$ cat config.mk
export PLATFORM = sky130hd
export DESIGN_NAME = spi_slv_ram
export DESIGN_NICKNAME = d
export VERILOG_FILES = /design/src/rtl/spi_slv_pkg.sv /design/src/rtl/spi_slv_ram_sync_2ff.sv /design/src/rtl/spi_slv_ram.sv
export SDC_FILE = /design/constraint.sdc
export NUM_CORES = 2
export LEC_CHECK = 0
export CORE_ASPECT_RATIO = 1.1
export CORE_UTILIZATION = 65
export CTS_CLUSTER_SIZE = 20
export DETAILED_ROUTE_END_ITERATION = 6
export PLACE_DENSITY_LB_ADDON = 0.12
export RECOVER_POWER = 50
export SETUP_SLACK_MARGIN = 0.4
export SYNTH_ARGS = -nofsm -noshare
export SYNTH_HDL_FRONTEND = slang
export SYNTH_SLANG_ARGS = --single-unit
$ cat constraint.sdc
create_clock -name clk -period 10.8 [get_ports clk]
set_clock_uncertainty 0.15 [all_clocks]
set_input_delay 1.08 -clock clk [delete_from_list [all_inputs] [get_ports clk]]
set_output_delay 1.08 -clock clk [all_outputs]
set_load 0.01 [all_outputs]
$ cat src/rtl/spi_slv_pkg.sv
// Shared opcodes and FSM encoding for the SPI mode-0 RAM target.
package spi_slv_pkg;

    localparam logic [7:0] CMD_READ  = 8'h03;
    localparam logic [7:0] CMD_WRITE = 8'h02;
    localparam logic [7:0] CMD_RDID  = 8'h9F;

    typedef enum logic [2:0] {
        ST_IDLE,
        ST_CMD,
        ST_ADDR,
        ST_RD,
        ST_WR,
        ST_ID,
        ST_IGN
    } state_t;

endpackage

$ cat src/rtl/spi_slv_ram_sync_2ff.sv
// Two-flop synchronizer bank with a configurable reset value per bit.
module sync_2ff #(
    parameter int               WIDTH   = 1,
    parameter logic [WIDTH-1:0] RST_VAL = '0
) (
    input  logic             clk,
    input  logic             rst_n,
    input  logic [WIDTH-1:0] d,
    output logic [WIDTH-1:0] q
);

    logic [WIDTH-1:0] meta;

    always_ff @(posedge clk) begin
        if (!rst_n) begin
            meta <= RST_VAL;
            q    <= RST_VAL;
        end else begin
            meta <= d;
            q    <= meta;
        end
    end

endmodule

$ cat src/rtl/spi_slv_ram.sv
// SPI mode-0 target with byte RAM: READ (03), WRITE (02), RDID (9F), all
// oversampled in the clk domain. peek port reads the RAM combinationally.
//
// state   | meaning
// IDLE    | waiting for a fresh CS falling edge
// CMD     | shifting in the opcode byte
// ADDR    | shifting in the address byte (read or write pending)
// RD      | streaming RAM bytes out, address auto-increments
// WR      | committing received bytes to RAM, address auto-increments
// ID      | streaming JEDEC ID bytes, then zeros
// IGN     | unknown opcode, MISO held low until CS rises
module spi_slv_ram
    import spi_slv_pkg::*;
#(
    parameter int          AW       = 8,
    parameter logic [23:0] JEDEC_ID = 24'hEF4018
) (
    input  logic          clk,
    input  logic          rst_n,
    input  logic          spi_cs,
    input  logic          spi_clk,
    input  logic          spi_mosi,
    output logic          spi_miso,
    output logic          spi_miso_oe,
    input  logic [AW-1:0] peek_addr,
    output logic [7:0]    peek_data
);

    logic [2:0]    sync_q;
    logic [2:0]    sync_h;
    logic          cs_s, sck_s, cs_h, sck_h, mosi_h;
    logic          sck_rise, sck_fall, cs_rise, cs_fall;
    logic          armed;
    logic [1:0]    flush_cnt;

    state_t        state, state_nxt;
    logic [2:0]    bit_cnt, bit_nxt;
    logic [7:0]    rx_sh, rx_nxt, rx_byte;
    logic [7:0]    tx_sh, tx_nxt;
    logic [AW-1:0] addr, addr_nxt, rx_addr;
    logic [1:0]    id_idx, id_nxt;
    logic          rd_flag, rd_nxt;
    logic          byte_done;
    logic          mem_we;

    logic [7:0]    mem [2**AW];

    sync_2ff #(
        .WIDTH   (3),
        .RST_VAL (3'b001)
    ) u_sync (
        .clk   (clk),
        .rst_n (rst_n),
        .d     ({spi_mosi, spi_clk, spi_cs}),
        .q     (sync_q)
    );

    assign cs_s   = sync_q[0];
    assign sck_s  = sync_q[1];
    assign cs_h   = sync_h[0];
    assign sck_h  = sync_h[1];
    assign mosi_h = sync_h[2];

    assign sck_rise = sck_s & ~sck_h;
    assign sck_fall = ~sck_s & sck_h;
    assign cs_rise  = cs_s & ~cs_h;
    // A CS already low when reset releases must not start a transaction.
    assign cs_fall  = ~cs_s & cs_h & armed;

    assign rx_byte = {rx_sh[6:0], mosi_h};
    assign rx_addr = AW'(rx_byte);

    always_ff @(posedge clk) begin
        if (!rst_n) begin
            state <= ST_IDLE;
        end else begin
            state <= state_nxt;
        end
    end

    always_comb begin
        state_nxt = state;
        bit_nxt   = bit_cnt;
        rx_nxt    = rx_sh;
        tx_nxt    = tx_sh;
        addr_nxt  = addr;
        id_nxt    = id_idx;
        rd_nxt    = rd_flag;
        byte_done = 1'b0;
        mem_we    = 1'b0;

        if (cs_rise) begin
            state_nxt = ST_IDLE;
            bit_nxt   = 3'd0;
            tx_nxt    = 8'h00;
        end else if (cs_fall && state == ST_IDLE) begin
            state_nxt = ST_CMD;
            bit_nxt   = 3'd0;
            tx_nxt    = 8'h00;
        end else if (state != ST_IDLE) begin
            // No shift at bit 0 so a freshly loaded MSB survives to the next rise.
            if (sck_fall && bit_cnt != 3'd0) begin
                tx_nxt = {tx_sh[6:0], 1'b0};
            end
            if (sck_rise) begin
                rx_nxt    = rx_byte;
                bit_nxt   = bit_cnt + 3'd1;
                byte_done = (bit_cnt == 3'd7);
            end

            if (byte_done) begin
                case (state)
                    ST_CMD: begin
                        case (rx_byte)
                            CMD_READ: begin
                                state_nxt = ST_ADDR;
                                rd_nxt    = 1'b1;
                            end
                            CMD_WRITE: begin
                                state_nxt = ST_ADDR;
                                rd_nxt    = 1'b0;
                            end
                            CMD_RDID: begin
                                state_nxt = ST_ID;
                                tx_nxt    = JEDEC_ID[23:16];
                                id_nxt    = 2'd1;
                            end
                            default: state_nxt = ST_IGN;
                        endcase
                    end
                    ST_ADDR: begin
                        if (rd_flag) begin
                            state_nxt = ST_RD;
                            tx_nxt    = mem[rx_addr];
                            addr_nxt  = rx_addr + AW'(1);
                        end else begin
                            state_nxt = ST_WR;
                            tx_nxt    = 8'h00;
                            addr_nxt  = rx_addr;
                        end
                    end
                    ST_RD: begin
                        tx_nxt   = mem[addr];
                        addr_nxt = addr + AW'(1);
                    end
                    ST_WR: begin
                        mem_we   = 1'b1;
                        tx_nxt   = 8'h00;
                        addr_nxt = addr + AW'(1);
                    end
                    ST_ID: begin
                        case (id_idx)
                            2'd1: begin
                                tx_nxt = JEDEC_ID[15:8];
                                id_nxt = 2'd2;
                            end
                            2'd2: begin
                                tx_nxt = JEDEC_ID[7:0];
                                id_nxt = 2'd3;
                            end
                            default: tx_nxt = 8'h00;
                        endcase
                    end
                    ST_IGN:  tx_nxt = 8'h00;
                    default: state_nxt = ST_IDLE;
                endcase
            end
        end
    end

    always_ff @(posedge clk) begin
        if (!rst_n) begin
            sync_h    <= 3'b001;
            armed     <= 1'b0;
            flush_cnt <= 2'd2;
            bit_cnt   <= 3'd0;
            rx_sh     <= 8'h00;
            tx_sh     <= 8'h00;
            addr      <= '0;
            id_idx    <= 2'd0;
            rd_flag   <= 1'b0;
        end else begin
            sync_h <= sync_q;
            if (flush_cnt != 2'd0) begin
                flush_cnt <= flush_cnt - 2'd1;
            end else if (cs_s) begin
                armed <= 1'b1;
            end
            bit_cnt <= bit_nxt;
            rx_sh   <= rx_nxt;
            tx_sh   <= tx_nxt;
            addr    <= addr_nxt;
            id_idx  <= id_nxt;
            rd_flag <= rd_nxt;
        end
    end

    // RAM deliberately has no reset so contents survive rst_n.
    always_ff @(posedge clk) begin
        if (mem_we) begin
            mem[addr] <= rx_byte;
        end
    end

    assign spi_miso    = tx_sh[7];
    assign spi_miso_oe = ~cs_s;
    assign peek_data   = mem[peek_addr];

endmodule

==> results.md <==
- Share of layout cells above drive strength 1: roughly two fifths
- Slew @ Worst Pin: 5.23 ns
- Hold buffers post-CTS: 0
- Root buf cell: clkbuf_16
- Area of the multi-input gates: approximately 48000 sq um
- Final Cycle Share: between 80 and 90%
- Die ar.: 176000 sq um
- NumNets Final: about 5700
- Post-synthesis sequential area ratio: approximately 55%
- Sequential Area: 62600 sq um
- YS warnings: 0
- Reg2reg end: tx_sh[4]$_SDFFE_PP0N_
- First-pass GRT wire length: ~530000 microns
- Worst hold-check path type: flop to flop
- CP max FO: 69
- Count of final setup violators: 0
- Failing checks: design-rule violations, max-capacitance violations, max-slew violations
- DRC Markers: between 80 and 90
- Pleak: 36.8 nW
- HPWL Detailed: 239000 microns
- Placed Cells: 7704
- Ys flop type: edfxtp_1
- Fmax: about 110 MHz
- Setup repair bufs after CTS: 0
- WHS: roughly 0.27 ns
- Setup TNS after final layout: 0 ns
- Io pins: 23
- Syn Inst Count: approximately 5800
- Worst path required time: ~11 ns
- IO buf count: 22
- Synth top cells by count: 2048 x edfxtp_1, 1785 x mux4_2, 318 x nor2_1
- Nature of the critical path endpoint: flop
- Cell with the most instances after synthesis: edfxtp_1
- Crit path time final: approximately 9 ns
- Final ANT Viol Nets: 0
- CTS tree: built
- CTS resizes: 0
- Mapped cell area: 113000 sq um
- Hold Crit Depth: 1
- Status: finished, violations left
- Seq cells post-synth: 2100
- Number of CTS-inserted buffers: about 210
- Number of max-cap violations: 26
- DR pass1 iterations: 7
- Post-Route WL: 384000 microns
- Number of global-route vias before repair: between 60000 and 70000
- R2R Setup Slk: between 1.5 and 2 ns
- Final Max Tran Viols: 1493
- Power Dens Cells: 139 nW/um^2
- Cell Rows: 160
- Fillers: 10300
- Synth Area per Inst: ~20 sq um
- Placer Congestion: 1.03
- DIE HEIGHT: around 440 microns
- Average wire per standard cell: around 47 microns
- Post-synth EDFFs: slightly above 2000
- R2R depth: 9
- Worst setup SP type: flop
- Setup CP Type: flop to flop
- Asr flop ratio synth: 0%
- GRT overflow: 0
- Max IR drop VDD: between 0.15 and 0.2 mV
- Cell taking the most area after synthesis: edfxtp_1
- Final Hold Viols: 0
- Final Non-Filler Cells: approximately 8100
- Largest net degree at the start of global routing: just under 200
- Clock buffer depth: 3
- Via density: approximately 8.7
- Total clock sinks: 2100
- Total Power: around 17 mW
- Slew HR: -248%
- Gr usage total: 44.6%
- Via count: 70500
- Hold Path End: u_sync.q[0]$_SDFF_PN1_
- RSZ-0062 raised after global routing: no
- Reg2reg start: rx_sh[0]$_SDFFE_PN0P_
- Clk Latency, worst-skew pair: ~0.91 ns
- Htree depth: 4
- WP data arrival: roughly 9.6 ns
- Hold path startpoint: u_sync.meta[0]$_SDFF_PN1_
- Count of different cell masters after synthesis: 60
- Starting Density: 65.4%
- Initial antenna violation count: 25
- Clock-pin transition on the worst setup and hold timing paths: ~0.06 ns
- Area fraction of the dominant cell type after synthesis: between 50 and 60%
- Die Span X: around 400 microns
- Top cells by area, synth: edfxtp_1 54%, mux4_2 36%, a22oi_1 1.9%, nor2_1 1.1%, dfxtp_1 0.92%
- Placeable Area: between 150000 and 200000 sq um
- Syn nets: just under 6000
- Layout area overhead: 8.56%
- First DRT Iteration DRCs: around 14000
==> critical path: stages, from the launching register on <==
cell	delay [ns]
dfxtp_1	2.04
clkbuf_1	2.67
buf_4	0.94
mux4_2	0.46
a22oi_1	0.20
a21oi_1	0.13
nor4_1	1.32
o22ai_1	0.43
o21ai_0	0.31
a31oi_1	0.12
==> cell type report <==
type / instances / area share (%)
Sequential cell: 2100 / 51.0
Multi-Input combinational cell: 3081 / 39.3
Clock buffer: 246 / 4.44
Tap cell: 2268 / 2.31
Timing Repair Buffer: 240 / 1.70
Clock inverter: 150 / 1.20
Inverter: 15 / 0.0459
Antenna cell: 14 / 0.0286
==> sequential cells by signal, summed over array words and instances (netlist names), named ones only <==
signal	flops
addr	8
armed	1
bit_cnt	3
flush_cnt	2
id_idx	2
mem	2048
rd_flag	1
rx_sh	7
state	3
sync_h	3
tx_sh	8
u_sync.meta	3
u_sync.q	3
==> routing by layer <==
metal	track usage (%)	up-vias	part of all wire, %
li1	-	25600	-
met3	19.6	1426	18
met1	58.6	36500	31
met4	25.1	22	7.3
met5	0.577	-	0.065
met2	62.9	7070	44
==> how the worst max path moves through the flow <==
stage / startpoint / to / slack, ns / cells past startpoint
after floorplan: sync_h[2]$_SDFF_PN0_ / tx_sh[6]$_SDFFE_PP0N_ / 4.23 / 9
after global placement: peek_addr[0] / peek_data[1] / 4.03 / 7
after detailed placement: peek_addr[0] / peek_data[1] / 4.01 / 7
after CTS: peek_addr[0] / peek_data[1] / 4.02 / 7
after global routing: rx_sh[1]$_SDFFE_PN0P_ / mem[215][2]$_DFFE_PP_ / 2.06 / 2
final: rx_sh[0]$_SDFFE_PN0P_ / tx_sh[4]$_SDFFE_PP0N_ / 1.84 / 9
==> placed cells by master (no fill, tap or decap), types with 20 or more instances in the layout <==
cell type  instances
a22oi_1          292
a21oi_1          141
mux4_2          1785
a211oi_1          20
buf_4            181
nand2_1           79
clkbuf_16        212
clkinv_1          46
clkbuf_1          49
edfxtp_1        2048
mux2i_1           70
bufinv_16         22
o22ai_1           23
o21ai_0           36
nor2_2            52
nand3_1           31
nor2_1           264
buf_12            22
clkinv_2          49
dfxtp_1           47
a31oi_1           22
nor4_1            31
==> stage by stage <==
| step | util [%] | instance area, sq um | setup WS [ns] |
|---|---|---|---|
| after CTS | 71.0 | 123000 | 4.02 |
| after global routing | 71.0 | 123000 | 2.06 |
| after global placement | 67.0 | 116000 | 4.03 |
| after detailed placement | 67.0 | 116000 | 4.01 |
| final | 71.0 | 123000 | 1.84 |
| after floorplan | - | 113000 | 4.23 |
==> report_power, final <==
part | internal, mW | total (mW) | switching [mW]
registers | 8.81 | 8.82 | 0.00629
logic | 0.345 | 0.748 | 0.403
clock network | 4.15 | 7.44 | 3.30
total | 13.3 | 17.0 | 3.71
==> kinds of logic (layout without fill, tap and decap cells) <==
kind of cell / after synthesis / count (layout) / synth area share (%)
XOR/XNOR: 8 / 8 / 0.0620
adder cells (fa/ha/maj): 13 / 13 / 0.144
other: 0 / 14 / 0
AO/OA/AOI/OAI: 595 / 595 / 3.55
buffers and inverters: 571 / 651 / 2.21
AND/OR/NAND/NOR: 597 / 597 / 2.37
flip-flops: 2100 / 2100 / 55.3
multiplexers: 1868 / 1868 / 36.3
Note: power is estimated with default switching activity, not from simulation.
